### src/rtl/frame_cfg_pkg.sv
// Shared constants and types for the frame configuration sequencer: opcodes,
// default sync word, header field positions and FSM state encoding.
package frame_cfg_pkg;

   localparam logic [7:0]  OP_WRITE  = 8'h01;
   localparam logic [7:0]  OP_END    = 8'h02;
   localparam logic [31:0] SYNC_WORD = 32'hFAB0_FAB1;

   localparam int unsigned HDR_OP_MSB  = 31;
   localparam int unsigned HDR_OP_LSB  = 24;
   localparam int unsigned HDR_IDX_MSB = 23;
   localparam int unsigned HDR_IDX_LSB = 16;
   localparam int unsigned HDR_CNT_MSB = 15;
   localparam int unsigned HDR_CNT_LSB = 0;

   localparam int unsigned IdxW = HDR_IDX_MSB - HDR_IDX_LSB + 1;
   localparam int unsigned CntW = HDR_CNT_MSB - HDR_CNT_LSB + 1;

   typedef enum logic [2:0] {
      StIdle,
      StHeader,
      StData,
      StStrobe,
      StCheck,
      StErr
   } state_e;

endpackage

### src/rtl/frame_strobe_decoder.sv
// Index-to-one-hot frame strobe decoder; all-zero when disabled or when the
// index lies outside the column.
module frame_strobe_decoder #(
   parameter int unsigned NumFrames = 20,
   parameter int unsigned IdxWidth  = 8
) (
   input  logic [IdxWidth-1:0]  idx_i,
   input  logic                 en_i,
   output logic [NumFrames-1:0] strobe_o
);

   always_comb begin
      strobe_o = '0;
      for (int unsigned i = 0; i < NumFrames; i++) begin
         if (en_i && (idx_i == IdxWidth'(i))) begin
            strobe_o[i] = 1'b1;
         end
      end
   end

endmodule

### src/rtl/frame_config_sequencer.sv
// Bitstream-driven frame loader: sync, header decode, per-frame data + strobe.
// Optional FRAME_CHECKSUM_EN adds an XOR checksum word after each WRITE block.
module frame_config_sequencer
   import frame_cfg_pkg::*;
#(
   parameter int unsigned                FrameBitsPerRow = 32,
   parameter int unsigned                MaxFramesPerCol = 20,
   parameter logic [FrameBitsPerRow-1:0] SyncWord        = SYNC_WORD
) (
   input  logic                       UserCLK,
   input  logic                       reset,
   input  logic [FrameBitsPerRow-1:0] s_data,
   input  logic                       s_valid,
   output logic                       s_ready,
   output logic [FrameBitsPerRow-1:0] FrameData,
   output logic [MaxFramesPerCol-1:0] FrameStrobe,
   output logic                       busy,
   output logic                       done,
   output logic                       error
);

   state_e                     state_q, state_d;
   logic [FrameBitsPerRow-1:0] frame_data_q, frame_data_d;
   logic [IdxW-1:0]            index_q, index_d;
   logic [CntW-1:0]            remaining_q, remaining_d;
   logic                       done_q, done_d;
   logic                       error_q, error_d;

   logic                       accept;
   logic                       is_sync;
   logic [7:0]                 hdr_op;
   logic [IdxW-1:0]            hdr_start;
   logic [CntW-1:0]            hdr_cnt;
   logic [CntW:0]              hdr_end;

   assign s_ready   = (state_q != StStrobe);
   assign accept    = s_valid && s_ready;
   assign is_sync   = (s_data == SyncWord);
   assign hdr_op    = s_data[HDR_OP_MSB:HDR_OP_LSB];
   assign hdr_start = s_data[HDR_IDX_MSB:HDR_IDX_LSB];
   assign hdr_cnt   = s_data[HDR_CNT_MSB:HDR_CNT_LSB];
   // 17-bit sum so that a large count can never wrap back into range
   assign hdr_end   = (CntW+1)'(hdr_start) + (CntW+1)'(hdr_cnt);

`ifdef FRAME_CHECKSUM_EN
   logic [FrameBitsPerRow-1:0] acc_q, acc_d;

   always_comb begin
      acc_d = acc_q;
      if (accept && (state_q == StHeader)) begin
         acc_d = '0;
      end else if (accept && (state_q == StData)) begin
         acc_d = acc_q ^ s_data;
      end
   end

   always_ff @(posedge UserCLK) begin
      if (reset) begin
         acc_q <= '0;
      end else begin
         acc_q <= acc_d;
      end
   end
`endif

   always_comb begin
      state_d      = state_q;
      frame_data_d = frame_data_q;
      index_d      = index_q;
      remaining_d  = remaining_q;
      done_d       = 1'b0;
      error_d      = error_q;
      case (state_q)
         StIdle: begin
            if (accept && is_sync) begin
               state_d = StHeader;
            end
         end
         StHeader: begin
            if (accept) begin
               if (hdr_op == OP_WRITE) begin
                  if (hdr_cnt == '0) begin
                     state_d = StHeader;
                  end else if (hdr_end <= (CntW+1)'(MaxFramesPerCol)) begin
                     index_d     = hdr_start;
                     remaining_d = hdr_cnt;
                     state_d     = StData;
                  end else begin
                     error_d = 1'b1;
                     state_d = StErr;
                  end
               end else if (hdr_op == OP_END) begin
                  done_d  = 1'b1;
                  state_d = StIdle;
               end else begin
                  error_d = 1'b1;
                  state_d = StErr;
               end
            end
         end
         StData: begin
            if (accept) begin
               frame_data_d = s_data;
               state_d      = StStrobe;
            end
         end
         StStrobe: begin
            index_d     = index_q + IdxW'(1);
            remaining_d = remaining_q - CntW'(1);
            if (remaining_q == CntW'(1)) begin
`ifdef FRAME_CHECKSUM_EN
               state_d = StCheck;
`else
               state_d = StHeader;
`endif
            end else begin
               state_d = StData;
            end
         end
`ifdef FRAME_CHECKSUM_EN
         StCheck: begin
            if (accept) begin
               if (s_data == acc_q) begin
                  state_d = StHeader;
               end else begin
                  error_d = 1'b1;
                  state_d = StErr;
               end
            end
         end
`endif
         StErr: begin
            if (accept && is_sync) begin
               error_d = 1'b0;
               state_d = StHeader;
            end
         end
         default: state_d = StIdle;
      endcase
   end

   always_ff @(posedge UserCLK) begin
      if (reset) begin
         state_q      <= StIdle;
         frame_data_q <= '0;
         index_q      <= '0;
         remaining_q  <= '0;
         done_q       <= 1'b0;
         error_q      <= 1'b0;
      end else begin
         state_q      <= state_d;
         frame_data_q <= frame_data_d;
         index_q      <= index_d;
         remaining_q  <= remaining_d;
         done_q       <= done_d;
         error_q      <= error_d;
      end
   end

   // Reset masks the strobe combinationally so an abort never writes a frame
   frame_strobe_decoder #(
      .NumFrames (MaxFramesPerCol),
      .IdxWidth  (IdxW)
   ) u_strobe_dec (
      .idx_i    (index_q),
      .en_i     ((state_q == StStrobe) && !reset),
      .strobe_o (FrameStrobe)
   );

   assign FrameData = frame_data_q;
   assign busy      = (state_q != StIdle);
   assign done      = done_q;
   assign error     = error_q;

endmodule

### config.mk
export PLATFORM = sky130hd
export DESIGN_NAME = frame_config_sequencer
export DESIGN_NICKNAME = d
export VERILOG_FILES = /design/src/rtl/frame_cfg_pkg.sv /design/src/rtl/frame_strobe_decoder.sv /design/src/rtl/frame_config_sequencer.sv
export SDC_FILE = /design/constraint.sdc
export NUM_CORES = 1
export LEC_CHECK = 0
export BUFFER_PORTS_ARGS = -buffer_cell sky130_fd_sc_hd__clkbuf_2
export CORE_MARGIN = 2
export CORE_UTILIZATION = 50
export CTS_CLUSTER_DIAMETER = 200
export DETAILED_ROUTE_END_ITERATION = 6
export PLACE_DENSITY = 0.76
export SYNTH_ARGS = -nofsm -noshare
export SYNTH_HDL_FRONTEND = slang
export SYNTH_SLANG_ARGS = --single-unit
### constraint.sdc
create_clock -name UserCLK -period 3.29 [get_ports UserCLK]
set_input_delay 0.658 -clock UserCLK [delete_from_list [all_inputs] [get_ports UserCLK]]
set_output_delay 0.658 -clock UserCLK [all_outputs]
set_load 0.02 [all_outputs]
; ---- Yosys cells after proc, flatten, opt, wreduce, memory -nomap -nowiden
; Index checks and enable logic that the tools add are counted.
[word_totals]
output_inout_bits = 56
wordCells = 133
regBits = 61
in_bits = 35
[classes]
add_sub_neg = 3
order_cmp = 1
n_reduce_logical = 36
n_bitwise = 2
n_eq_ne = 38
muxes = 47
[ops]
columns = cell, n
row1 = $eq A8 B4 Y1 const B, 8
row2 = $mux W16, 4
row3 = $eq A32 B32 Y1 const B, 1
row4 = $eq A8 B3 Y1 const B, 4
row5 = $eq A8 B5 Y1 const B, 4
row6 = $mux W8, 4
row7 = $pmux W16 S2, 1
row8 = $mux W1, 27
row9 = $eq A8 B2 Y1 const B, 3
row10 = $logic_and A1 B1 Y1, 23
row11 = $mux W3, 7
row12 = $add A8 B16 Y17, 1
row13 = $le A17 B5 Y1 const B, 1
row14 = $eq A16 B1 Y1 const B, 1
row15 = $eq A8 B1 Y1 const B, 2
row16 = $logic_not A16 Y1, 1
row17 = $pmux W8 S2, 1
row18 = $sub A16 B1 Y16 const B, 1
row19 = $ne A2 B2 Y1 const B, 6
row20 = $pmux W3 S4, 1
row21 = $ne A3 B3 Y1 const B, 3
row22 = $add A8 B1 Y8 const B, 1
row23 = $logic_not A8 Y1, 1
row24 = $eq A3 B2 Y1 const B, 2
row25 = 17 further kinds, 19

; ---- Depth between registers and ports, before layout
[depth]
depth_word = 7
depth_mapped = 11
depth_no_buf = 10

; ---- By module
; Synthesis repeated with hierarchy kept, for this count alone.
[unflattened]
hier_cells = 483
area_unflattened_um2 = 3667.3
[modules_own_cells]
columns = mod, area_each_um2, seq_area_each_um2, cells_per_inst, n_inst
row1 = frame_config_sequencer, 3468.3, 1221.2, 451, 1
row2 = frame_strobe_decoder, 198.9, 0.0, 32, 1

; ---- Least setup slack after synthesis
; Ideal clock, no wire load.
[synth_path]
path_kind = input to register
from = in s_data[0]
to = reg remaining_q[10]
arrival_ns = 2.769
setup_time_ns = 0.138
n_path_buf = 1
stages = 9
t_required_ns = 3.152
path_slack_ns = 0.383
path_cell_list = ha_1 fa_1 nand3_1 a21oi_1 o32a_2 or4_4 o21ai_4 buf_6 a311oi_1
[synth_via]
elab_chain_cells = 4
word_cells_on_any_way = 6
cone_classes = add/sub (1) / order compare (1) / eq/ne (2) / reduce/logical (2)
[synth_rtl]
columns = element, line
row1 = from (decl), frame_config_sequencer.sv:12  ; input logic [FrameBitsPerRow-1:0] s_data,
row2 = $add A8 B16 Y17, frame_config_sequencer.sv:43  ; assign hdr_end = (CntW+1)'(hdr_start) + (CntW+1)'(hdr_cnt);
row3 = $le A17 B5 Y1, frame_config_sequencer.sv:84  ; end else if (hdr_end <= (CntW+1)'(MaxFramesPerCol)) begin
row4 = $ne A2 B2 Y1 (no source line), --
row5 = $reduce_and A5 Y1 (no source line) (*), --
row6 = to (signal assigned), frame_config_sequencer.sv:154  ; remaining_q <= remaining_d;
row7 = to (decl), frame_config_sequencer.sv:25  ; logic [CntW-1:0] remaining_q, remaining_d;
; Every way passes the cells marked *; elsewhere a longest branch is shown, timed or not.
; A chain may end at the register's enable or synchronous reset.

; ---- Worst setup path after layout
[layout_path]
from = in s_data[21]
to = reg remaining_q[1]
[layout_via]
elab_chain_cells = 4
[layout_rtl]
columns = element, line
row1 = $add A8 B16 Y17, frame_config_sequencer.sv:43
row2 = $le A17 B5 Y1, frame_config_sequencer.sv:84
row3 = $ne A2 B2 Y1 (no source line), --
row4 = $reduce_and A5 Y1 (no source line), --
; Every way passes these cells.

==> impl_metrics.env <==
export IMPL_crit_path_max_fanout=9
export IMPL_diodes=0
export IMPL_area_of_the_multi_input_gates_mm2=0.00229
export IMPL_io_pins=91
export IMPL_antenna_left=0
export IMPL_floorplan_rows=31
export IMPL_fin_tns_setup_ps=0
export IMPL_cts_sinks=61
export IMPL_timing_final_setup_violations=0
export IMPL_final_min_period_over_clock_period_pct=89.4
export IMPL_finalCriticalPeriod_ps=2940
export IMPL_num_vias=4032
export IMPL_drv_cap=0
export IMPL_routed_via_density=5.86
export IMPL_wire_per_inst_um=15.7
export IMPL_detailedRoute_firstPassIterationCount=5
export IMPL_area_delta_synth_final_pct=22.2
export IMPL_synth_cell_area_mm2=0.00368
export IMPL_crit_type="in -> reg"
export IMPL_power_consumption_mw=1.69
export IMPL_detail_route_iter0_violations=259
export IMPL_vdd_drop_max_v=0.000299
export IMPL_drt_total_wl_um=10800
export IMPL_ys_seq_elements=61
export IMPL_floorplan_die_height_um=89.8
export IMPL_synth_flop_cell="dfxtp_1"
export IMPL_cp_data_required_time_ps=3500
export IMPL_finalNetCount=634
export IMPL_path_clk_slew_ps=70
export IMPL_grt_first_pass_wirelength_um=18000
export IMPL_grt_util_met1_pct=34.6
export IMPL_number_of_global_route_vias_before_repair=3813
export IMPL_cts_hold_fix_buffers=0
export IMPL_grt_util_met2_pct=42.9
export IMPL_ff_latch_area_mm2=0.00122
export IMPL_post_route_drc_count=0
export IMPL_yosys_cell_types_count=68
export IMPL_crit_path_start_kind="input port"
export IMPL_mappedNetlistNets=544
export IMPL_fillers=653
export IMPL_syn_mean_instance_area_um2=7.44
export IMPL_clock_insertion_delay_worst_skew_ps=350
export IMPL_timing_final_max_slew_violations=0
export IMPL_place_gp_congestion=0.957
export IMPL_placeableCoreArea_mm2=0.00718
export IMPL_grt_use_met3_pct=6.37
export IMPL_synth_enable_flop_cells=0
export IMPL_yosys_warnings=0
export IMPL_run_status="completed"
export IMPL_finalHoldViolCount=0
export IMPL_grt_max_degree=62
export IMPL_grt_overflow=0
export IMPL_asyncSetResetFlopFracSynth_pct=0
export IMPL_tritoncts="done"
export IMPL_actual_transition_at_the_worst_max_transition_pin_ps=667
export IMPL_floorplan_die_width_um=89.8
export IMPL_synthCells=494
export IMPL_worst_endpoint_arrival_ps=3150
export IMPL_maxClockFrequency_ghz=0.340
export IMPL_clockBufferDepth=2
export IMPL_io_buffers=90
export IMPL_post_route_cells_drive_above_1_share_pct=25.3
export IMPL_floorplan_initialDensity_pct=51.2
export IMPL_gr_max_usage_layer="met2"
export IMPL_layout_common_cells="105 x nand2_1, 90 x clkbuf_2, 65 x a21oi_1"
export IMPL_endpoint_kind="register"
export IMPL_ys_seq_area_share_pct=33.2
export IMPL_detailed_place_hpwl_um=7940
export IMPL_count_of_cells_resized_by_post_cts_repair=0
export IMPL_rsz0062_at_grt="false"
export IMPL_die_area_mm2=0.00806
export IMPL_min_path_type="reg -> reg"
export IMPL_layout_commonest_cell="nand2_1"
export IMPL_grt_antenna_before_repair=0
export IMPL_leakagePower_nw=1.79
export IMPL_worst_slew_margin_rel_pct=55.5
export IMPL_number_of_cts_inserted_buffers=9
export IMPL_htreeDepth=3
export IMPL_globalRouteTotalUtil_pct=26.9
export IMPL_powerDensity_mw_per_mm2=375
export IMPL_cts_post_setup_buffers_inserted=0
export IMPL_fin_worst_skew_ps=12.8
export IMPL_root_buffer="clkbuf_8"
Yosys cell counts (3+ instances only):
library cell  instances  area, um^2
a31oi_1               7        43.8
or3_1                 8        50.1
a21oi_1              65         325
a21o_1                3        22.5
buf_2                 4        20.0
nor2b_1               4        25.0
o211ai_1              5        37.5
inv_1                10        37.5
nor2_1               42         158
nor4_1                7        43.8
nand2b_1              4        25.0
dfxtp_1              61        1220
or4_1                 3        22.5
nand3_1              23         115
ha_1                 14         175
a32oi_1               3        26.3
o221ai_1              3        26.3
clkbuf_1             20        75.1
nand3b_1              3        22.5
nand2_1             105         394
or2_2                 5        31.3
o21ai_0              18        90.1
nor3_1               12        60.1
a311oi_1              5        43.8
nand4_1               9        56.3
worst paths after layout:
kind / cells after the start / end / from / slack [ps]
hold / removal: 2 / FrameData[14] / FrameData[14] / 450
hold reg to reg: 2 / FrameData[14] / FrameData[14] / 450
setup / recovery: 10 / remaining_q[1] / s_data[21] / 350
setup reg to reg: 8 / state_q[0] / remaining_q[2] / 950
state kept, by name, summed over array words and instances (netlist names):
register / flops
error: 1
FrameData: 32
index_q: 8
state_q: 3
done: 1
remaining_q: 16
per-stage QoR:
stage	hold slack (ps)	setup slack (ps)	util (%)	instances	instance area, um^2
finish	455	349	62.6	688	4490
global route	470	171	62.6	688	4490
CTS	459	373	62.6	688	4490
detailed placement	449	11.5	59.5	672	4270
global placement	442	102	59.5	672	4270
floorplan	449	383	-	494	3680
area by class of cell:
type	instances	area share (%)
inverters	11	0.919
repair buffers	107	13.1
multi-input cells	394	51.1
well taps	99	2.76
clock buffers	9	2.76
clock inverters	7	2.17
flip-flops and latches	61	27.2
kinds of logic after synthesis:
| group | synth area share (%) |
|---|---|
| buffers and inverters | 4.53 |
| adder cells (fa/ha/maj) | 5.31 |
| multiplexers | 0.885 |
| AND/OR/NAND/NOR | 31.9 |
| flip-flops | 33.2 |
| XOR/XNOR | 0.715 |
| AO/OA/AOI/OAI | 23.4 |
power breakdown:
part           switching, mW  total, mW  internal [mW]
clock network          0.321      0.750          0.428
logic                  0.122      0.198         0.0765
registers       0.0000000464      0.738          0.738
total                  0.443       1.69           1.24
critical path, cell delays in order:
cell and delay [ps]:
clkbuf_2 130, ha_1 440, a21oi_1 100, o21ai_0 410
o21ai_0 170, o32a_2 210, or4_4 500, o21ai_4 250
mux2i_1 220, nor2_1 50
routing by layer:
metal	vias to the layer above	wire (um)
met4	0	294
met2	172	4860
met1	1866	4700
met5	-	0
met3	30	922
li1	1964	-
Power figures use the tool's default switching activity.
